===== config.mk =====
export PLATFORM = sky130hd
export DESIGN_NAME = pipeline_stall_ctrl
export DESIGN_NICKNAME = d
export VERILOG_FILES = /design/src/rtl/pipeline_ctrl_pkg.sv /design/src/rtl/stall_perf_counters.sv /design/src/rtl/pipeline_stall_ctrl.sv
export SDC_FILE = /design/constraint.sdc
export NUM_CORES = 1
export LEC_CHECK = 0
export ABC_AREA = 0
export BUFFER_PORTS_ARGS = -buffer_cell sky130_fd_sc_hd__buf_4
export CAP_MARGIN = 20
export CORE_ASPECT_RATIO = 1.2
export CORE_UTILIZATION = 35
export CTS_CLUSTER_DIAMETER = 150
export CTS_CLUSTER_SIZE = 10
export DETAILED_ROUTE_END_ITERATION = 12
export PLACE_DENSITY = 0.92
export SYNTH_ARGS = -nofsm -noshare
export SYNTH_HDL_FRONTEND = slang
export SYNTH_SLANG_ARGS = --single-unit

===== constraint.sdc =====
create_clock -name clk -period 3.4 [get_ports clk]
set_clock_uncertainty 0.05 [all_clocks]
set_input_delay 0.34 -clock clk [delete_from_list [all_inputs] [get_ports clk]]
set_output_delay 0.34 -clock clk [all_outputs]
set_load 0.02 [all_outputs]

===== src/rtl/pipeline_ctrl_pkg.sv =====
// Shared definitions for the pipeline stall/flush sequencer: FSM state encoding
// and the architectural zero register index.
package pipeline_ctrl_pkg;

  typedef enum logic [1:0] {
    RUN      = 2'd0,
    MDU_WAIT = 2'd1,
    MEM_WAIT = 2'd2
  } ctrl_state_e;

  localparam logic [4:0] REG_X0 = 5'd0;

endpackage


===== src/rtl/stall_perf_counters.sv =====
// Wrapping event counters for stall cycles, honoured branch flushes and bubble
// injects. Only compiled when PERF_COUNTERS_EN is defined.
`ifdef PERF_COUNTERS_EN
module stall_perf_counters #(
  parameter int PERF_W = 32
) (
  input  logic              clk_i,
  input  logic              rst_n_i,
  input  logic              stall_i,
  input  logic              flush_i,
  input  logic              bubble_i,
  output logic [PERF_W-1:0] stall_cnt_o,
  output logic [PERF_W-1:0] flush_cnt_o,
  output logic [PERF_W-1:0] bubble_cnt_o
);

  logic [PERF_W-1:0] stall_cnt_q, stall_cnt_d;
  logic [PERF_W-1:0] flush_cnt_q, flush_cnt_d;
  logic [PERF_W-1:0] bubble_cnt_q, bubble_cnt_d;

  always_comb begin
    stall_cnt_d  = stall_i  ? stall_cnt_q  + PERF_W'(1) : stall_cnt_q;
    flush_cnt_d  = flush_i  ? flush_cnt_q  + PERF_W'(1) : flush_cnt_q;
    bubble_cnt_d = bubble_i ? bubble_cnt_q + PERF_W'(1) : bubble_cnt_q;
  end

  always_ff @(posedge clk_i or negedge rst_n_i) begin
    if (!rst_n_i) begin
      stall_cnt_q  <= '0;
      flush_cnt_q  <= '0;
      bubble_cnt_q <= '0;
    end else begin
      stall_cnt_q  <= stall_cnt_d;
      flush_cnt_q  <= flush_cnt_d;
      bubble_cnt_q <= bubble_cnt_d;
    end
  end

  assign stall_cnt_o  = stall_cnt_q;
  assign flush_cnt_o  = flush_cnt_q;
  assign bubble_cnt_o = bubble_cnt_q;

endmodule
`endif


===== src/rtl/pipeline_stall_ctrl.sv =====
// Central stall/flush sequencer for the 5-stage pipeline (Mealy outputs).
// Optional event counters are built when PERF_COUNTERS_EN is defined.
module pipeline_stall_ctrl #(
  parameter int PERF_W = 32
) (
  input  logic              clk,
  input  logic              rst_n,
  input  logic              id_ex_mem_read,
  input  logic [4:0]        id_ex_rd,
  input  logic [4:0]        if_id_rs1,
  input  logic [4:0]        if_id_rs2,
  input  logic              branch_taken,
  input  logic              mdu_start,
  input  logic              mdu_done,
  input  logic              dmem_req,
  input  logic              dmem_ready,
  output logic              pc_write,
  output logic              if_id_write,
  output logic              id_ex_write,
  output logic              ex_mem_write,
  output logic              control_mux,
  output logic              ex_bubble,
  output logic              mem_bubble,
  output logic              if_id_flush,
  output logic              id_ex_flush,
  output logic [PERF_W-1:0] perf_stall_cnt,
  output logic [PERF_W-1:0] perf_flush_cnt,
  output logic [PERF_W-1:0] perf_bubble_cnt
);
  import pipeline_ctrl_pkg::*;

  ctrl_state_e state_q, state_d, eff_state;
  logic        pending_q, pending_d;
  logic        mem_stall, mdu_stall, load_use, branch_ok;

  // Leaving MEM_WAIT, the cycle behaves as the state being resumed.
  always_comb begin
    eff_state = state_q;
    if (state_q == MEM_WAIT) begin
      eff_state = pending_q ? MDU_WAIT : RUN;
    end
    mem_stall = dmem_req & ~dmem_ready;
    mdu_stall = ~mem_stall & ~mdu_done &
                ((eff_state == MDU_WAIT) | ((eff_state == RUN) & mdu_start));
    load_use  = id_ex_mem_read & (id_ex_rd != REG_X0) &
                ((id_ex_rd == if_id_rs1) | (id_ex_rd == if_id_rs2));
    branch_ok = branch_taken & ~mem_stall & ~mdu_stall;
  end

  always_comb begin
    state_d   = state_q;
    pending_d = pending_q;
    if (mem_stall) begin
      state_d = MEM_WAIT;
      if ((state_q == MDU_WAIT) || ((state_q == RUN) && mdu_start && !mdu_done)) begin
        pending_d = 1'b1;
      end
    end else begin
      pending_d = 1'b0;
      state_d   = mdu_stall ? MDU_WAIT : RUN;
    end
  end

  always_ff @(posedge clk or negedge rst_n) begin
    if (!rst_n) begin
      state_q   <= RUN;
      pending_q <= 1'b0;
    end else begin
      state_q   <= state_d;
      pending_q <= pending_d;
    end
  end

  always_comb begin
    pc_write     = 1'b1;
    if_id_write  = 1'b1;
    id_ex_write  = 1'b1;
    ex_mem_write = 1'b1;
    control_mux  = 1'b0;
    ex_bubble    = 1'b0;
    mem_bubble   = 1'b0;
    if_id_flush  = 1'b0;
    id_ex_flush  = 1'b0;
    if (mem_stall) begin
      pc_write     = 1'b0;
      if_id_write  = 1'b0;
      id_ex_write  = 1'b0;
      ex_mem_write = 1'b0;
      mem_bubble   = 1'b1;
    end else if (mdu_stall) begin
      pc_write     = 1'b0;
      if_id_write  = 1'b0;
      id_ex_write  = 1'b0;
      ex_mem_write = 1'b0;
      ex_bubble    = 1'b1;
    end else if (branch_ok) begin
      // Flushed instructions make any load-use hazard in ID moot.
      if_id_flush = 1'b1;
      id_ex_flush = 1'b1;
    end else if (load_use) begin
      pc_write    = 1'b0;
      if_id_write = 1'b0;
      control_mux = 1'b1;
    end
  end

`ifdef PERF_COUNTERS_EN
  logic any_stall, any_bubble;

  assign any_stall  = ~(pc_write & if_id_write & id_ex_write & ex_mem_write);
  assign any_bubble = control_mux | ex_bubble | mem_bubble;

  stall_perf_counters #(
    .PERF_W(PERF_W)
  ) u_perf (
    .clk_i       (clk),
    .rst_n_i     (rst_n),
    .stall_i     (any_stall),
    .flush_i     (branch_ok),
    .bubble_i    (any_bubble),
    .stall_cnt_o (perf_stall_cnt),
    .flush_cnt_o (perf_flush_cnt),
    .bubble_cnt_o(perf_bubble_cnt)
  );
`else
  assign perf_stall_cnt  = '0;
  assign perf_flush_cnt  = '0;
  assign perf_bubble_cnt = '0;
`endif

endmodule


# Yosys cells after proc, flatten, opt, wreduce, memory -nomap -nowiden
# Cells that the tools add are included.
# totals
inputBits	23
ff_bits	3
elab_cells	51
out_inout_bits	105
# op_classes
muxes	22
reduce_logical	7
n_eq_ne	6
n_bitwise	14
# op_table
op	n
2-to-1 mux 1 bit	20
equality test 5 bit	2
AND 1 bit	8
nonzero test 5 bit	1
equality test 2 x 1 -> 1 bit (second input constant)	2
zero test 2 bit	2
2-to-1 mux 2 bit	2
NOT 1 bit	4
equality test 2 bit (second input constant)	1
logical AND 1 bit	2
!= test 2 x 1 -> 1 bit (second input constant)	1
OR 1 bit	2
zero test 1 bit	1
logical OR 1 bit	1

# Depth between registers and ports, before layout
# depth
depth_word	11
depth_mapped	5
ltp_nobuf	4

# Least setup slack after synthesis
# Ideal clock, no wire load.
# synth_timing
path_kind	register to output
startpoint	register pending_q
endpoint	output port pc_write
stages_incl_launch_ff	6
t_arrival_ns	1.851
t_required_ns	3.010
path_buffers	1
slack_ns	1.159
path_cell_list	dfrtp_1 > a211oi_1 > a211o_1 > nor2b_1 > a21boi_1 > buf_4
# synth_between
elab_chain_len	11
word_cells_on_any_way	12
# synth_rtl
element	line	rtl
start: declaration	pipeline_stall_ctrl.sv:33	logic pending_q, pending_d;
start signal: assignment	pipeline_stall_ctrl.sv:70	pending_q <= pending_d;
2-to-1 mux 1 bit *	pipeline_stall_ctrl.sv:40	eff_state = pending_q ? MDU_WAIT : RUN;
2-to-1 mux 2 bit *	pipeline_stall_ctrl.sv:39	if (state_q == MEM_WAIT) begin
zero test 2 bit	pipeline_stall_ctrl.sv:44	((eff_state == MDU_WAIT) | ((eff_state == RUN) & mdu_start));
AND 1 bit	pipeline_stall_ctrl.sv:44	
OR 1 bit *	pipeline_stall_ctrl.sv:44	
AND 1 bit *	pipeline_stall_ctrl.sv:43	mdu_stall = ~mem_stall & ~mdu_done &
NOT 1 bit	pipeline_stall_ctrl.sv:47	branch_ok = branch_taken & ~mem_stall & ~mdu_stall;
AND 1 bit	pipeline_stall_ctrl.sv:47	
2-to-1 mux 1 bit	n/a	
2-to-1 mux 1 bit * (2 in a row)	n/a	
end: declaration	pipeline_stall_ctrl.sv:17	output logic pc_write,
# Mark *: on every way between the ends. The rest lies on a longest branch, timed or not.

# Worst setup path after layout
# layout_timing
startpoint	register pending_q
endpoint	output port pc_write
# layout_between
elab_chain_len	11
word_cells_on_any_way	12
# layout_rtl
element	line	rtl
2-to-1 mux 1 bit *	pipeline_stall_ctrl.sv:40	
2-to-1 mux 2 bit *	pipeline_stall_ctrl.sv:39	
zero test 2 bit	pipeline_stall_ctrl.sv:44	
AND 1 bit	pipeline_stall_ctrl.sv:44	
OR 1 bit *	pipeline_stall_ctrl.sv:44	
AND 1 bit *	pipeline_stall_ctrl.sv:43	
NOT 1 bit	pipeline_stall_ctrl.sv:47	
AND 1 bit	pipeline_stall_ctrl.sv:47	
2-to-1 mux 1 bit	pipeline_stall_ctrl.sv:96	end else if (branch_ok) begin
2-to-1 mux 1 bit *	pipeline_stall_ctrl.sv:90	end else if (mdu_stall) begin
2-to-1 mux 1 bit *	pipeline_stall_ctrl.sv:84	if (mem_stall) begin
# Marked as above.

==> results.ini <==
[run_status]
status=complete, no violations

[grt]
grt_pass1_wl_um=1630
track_usage_pct=7.26
antenna_found_initial=0
grt_max_degree=6
grt_pass1_vias=397
overflow=0

[floorplan]
die_w_um=51.4
coreArea_mm2=0.00279
rows=21
die_h_um=61.3
dieArea_mm2=0.00315
start_util_pct=36.8
pin_count=128

[setup_path]
cp_cell_sequence=a211oi_1 > a211o_1 > nor2b_1 > a21boi_1 > buf_4
cp-end-kind=primary output
cp_top_family=compound AO/OA/AOI/OAI gates
cp_num_buf_inv=1
critical_path_arrival_ns=1.72
ff2ff_setup_slack_ns=2.42
worstPathRequired_ns=3.01
cp_slowest_stage_delay_ns=0.37
cp_max_fo=5
startpoint_type=flop
critPathSlowestCell=dfrtp_1
crit_type=reg2out

[synth]
ys_warn_count=0
synthCells=133
syn_area_mm2=0.00102
synth-seq-area-share_pct=7.33
ys_types=19
syn_avg_cell_area_um2=7.70
synth_seq_cells=3

[clock_tree]
path_clk_slew_ns=0.04
cts_resized=0
clkSinkCount=3
cts_root_buf=clkbuf_4
cts_max_path_buffers=2
htree_levels=1
tritoncts=yes
clock_latency_ns=0.23
cts_buffers=3

[layout]
nets=189
final_common_cell=conb_1
multi_input_area_um2=559
final_cells=199
layout_common_cells=96 x conb_1, 31 x buf_4, 10 x xnor2_1
synthToLayoutAreaGrowth_pct=-7.33
drive_above_1_share_pct=20.6
seq_area_um2=75.1
antenna_cells=0
fillers=290

[sta]
rsz0062_at_grt=no
final.period_utilization_pct=62.0
drv_slew=0
setup_viol=0
max_freq_mhz=475
finalHoldViolCount=0
fin_crit_ns=2.11
tns_ns=0

[hold_path]
hp-class=in2reg

[detailed_routing]
vias=621
avgViaCountPerCell=3.12
drc=0
final_antenna_net_count=0
wl_per_cell_um=6.41
drtIter0Drc=2
drt-pass1-iter-count=6
drt_wl_total_um=1280

[pwr]
vdd_drop_max_v=0.000117
powerDensity_mw_per_mm2=281
leakage_nw=0.588

[placed_design]
gp_congestion=0.678
numPortBuffers=31
dp_hpwl_um=1210
dpl.cell_count=194

[flow_run]
cap_violations=0

-- worst paths after layout --
path | startpoint | endpoint | cells after the start
max | pending_q$_DFFE_PN0P_ | pc_write | 5
min | dmem_ready | state_q[1]$_DFF_PN0_ | 2
max reg2reg | pending_q$_DFFE_PN0P_ | state_q[0]$_DFF_PN0_ | 3
min reg2reg | pending_q$_DFFE_PN0P_ | pending_q$_DFFE_PN0P_ | 1
max in group asynchronous | rst_n | state_q[1]$_DFF_PN0_ | 2
min in group asynchronous | rst_n | pending_q$_DFFE_PN0P_ | 2
-- cell usage after synthesis --
| library cell | count | area [µm²] |
|---|---|---|
| a211o_1 | 1 | 8.76 |
| a211oi_1 | 1 | 7.51 |
| a21boi_1 | 1 | 7.51 |
| a21oi_1 | 1 | 5.00 |
| and2_1 | 1 | 6.26 |
| and3_1 | 1 | 6.26 |
| buf_4 | 99 | 743 |
| conb_1 | 1 | 3.75 |
| dfrtp_1 | 3 | 75.1 |
| inv_1 | 1 | 3.75 |
| nand2_1 | 2 | 7.51 |
| nand3_1 | 2 | 10.0 |
| nor2_1 | 3 | 11.3 |
| nor2b_1 | 2 | 12.5 |
| nor3b_1 | 1 | 7.51 |
| o21a_1 | 1 | 7.51 |
| o22ai_1 | 1 | 6.26 |
| or4_1 | 1 | 7.51 |
| xnor2_1 | 10 | 87.6 |
-- state kept, by name (all words and copies together), names as in the netlist --
signal     flops
pending_q      1
state_q        2
-- area by class of cell --
class	instances	area share (%)
clock buffers	4	2.77
multi-input cells	125	58.9
repair buffers	32	25.6
well taps	34	4.48
flip-flops and latches	3	7.91
inverters	1	0.395
-- per-layer routing --
layer,GRT usage (%),wire length [µm]
met5,0,0
met4,5.79,0
met3,0.247,195
met2,15.8,762
met1,5.90,319
-- worst register-to-register path, delay by kind of cell, from the launching register on --
kind / cells / cell delay, ns
simple gates: 1 / 0.05
compound gates: 2 / 0.38
flops: 1 / 0.37
-- repair_timing --
action,in CTS,in global routing
hold buffers,1,0
setup endpoints to repair,0,0
hold endpoints to repair,3,0
setup buffers,0,0
-- per-stage QoR --
| step | hold WS (ns) | util [%] | power (mW) | worst slack [ns] | area, µm² |
|---|---|---|---|---|---|
| final | 0.273 | 34.1 | 0.266 | 1.29 | 950 |
| after global routing | 0.278 | 34.1 | 0.289 | 1.14 | 950 |
| after CTS | 0.267 | 34.1 | 0.268 | 1.22 | 950 |
| after detailed placement | 0.0810 | 32.8 | 0.204 | 1.42 | 913 |
| after global placement | 0.0788 | 32.8 | 0.203 | 1.46 | 913 |
| after floorplan | -0.00559 | - | 0.253 | 1.16 | 1380 |
-- where the power goes --
| part | switching, mW | leakage, nW | total (mW) | internal [mW] |
|---|---|---|---|---|
| clock network | 0.0171 | 0.0150 | 0.0609 | 0.0439 |
| logic | 0.126 | 0.534 | 0.166 | 0.0403 |
| registers | 0.00136 | 0.0395 | 0.0393 | 0.0380 |
| total | 0.144 | 0.588 | 0.266 | 0.122 |
-- logic make-up (layout without fill, tap and decap cells) --
family	Yosys count	count (layout)	synth area share, %
AOI/OAI and AO/OA	6	6	4.15
and+or+nand+nor	13	13	6.72
other	1	96	0.366
buffers and inverters	100	37	72.9
xor gates and xnor gates	10	10	8.55
DFF	3	3	7.33
Note: power is estimated with default switching activity, not from simulation.
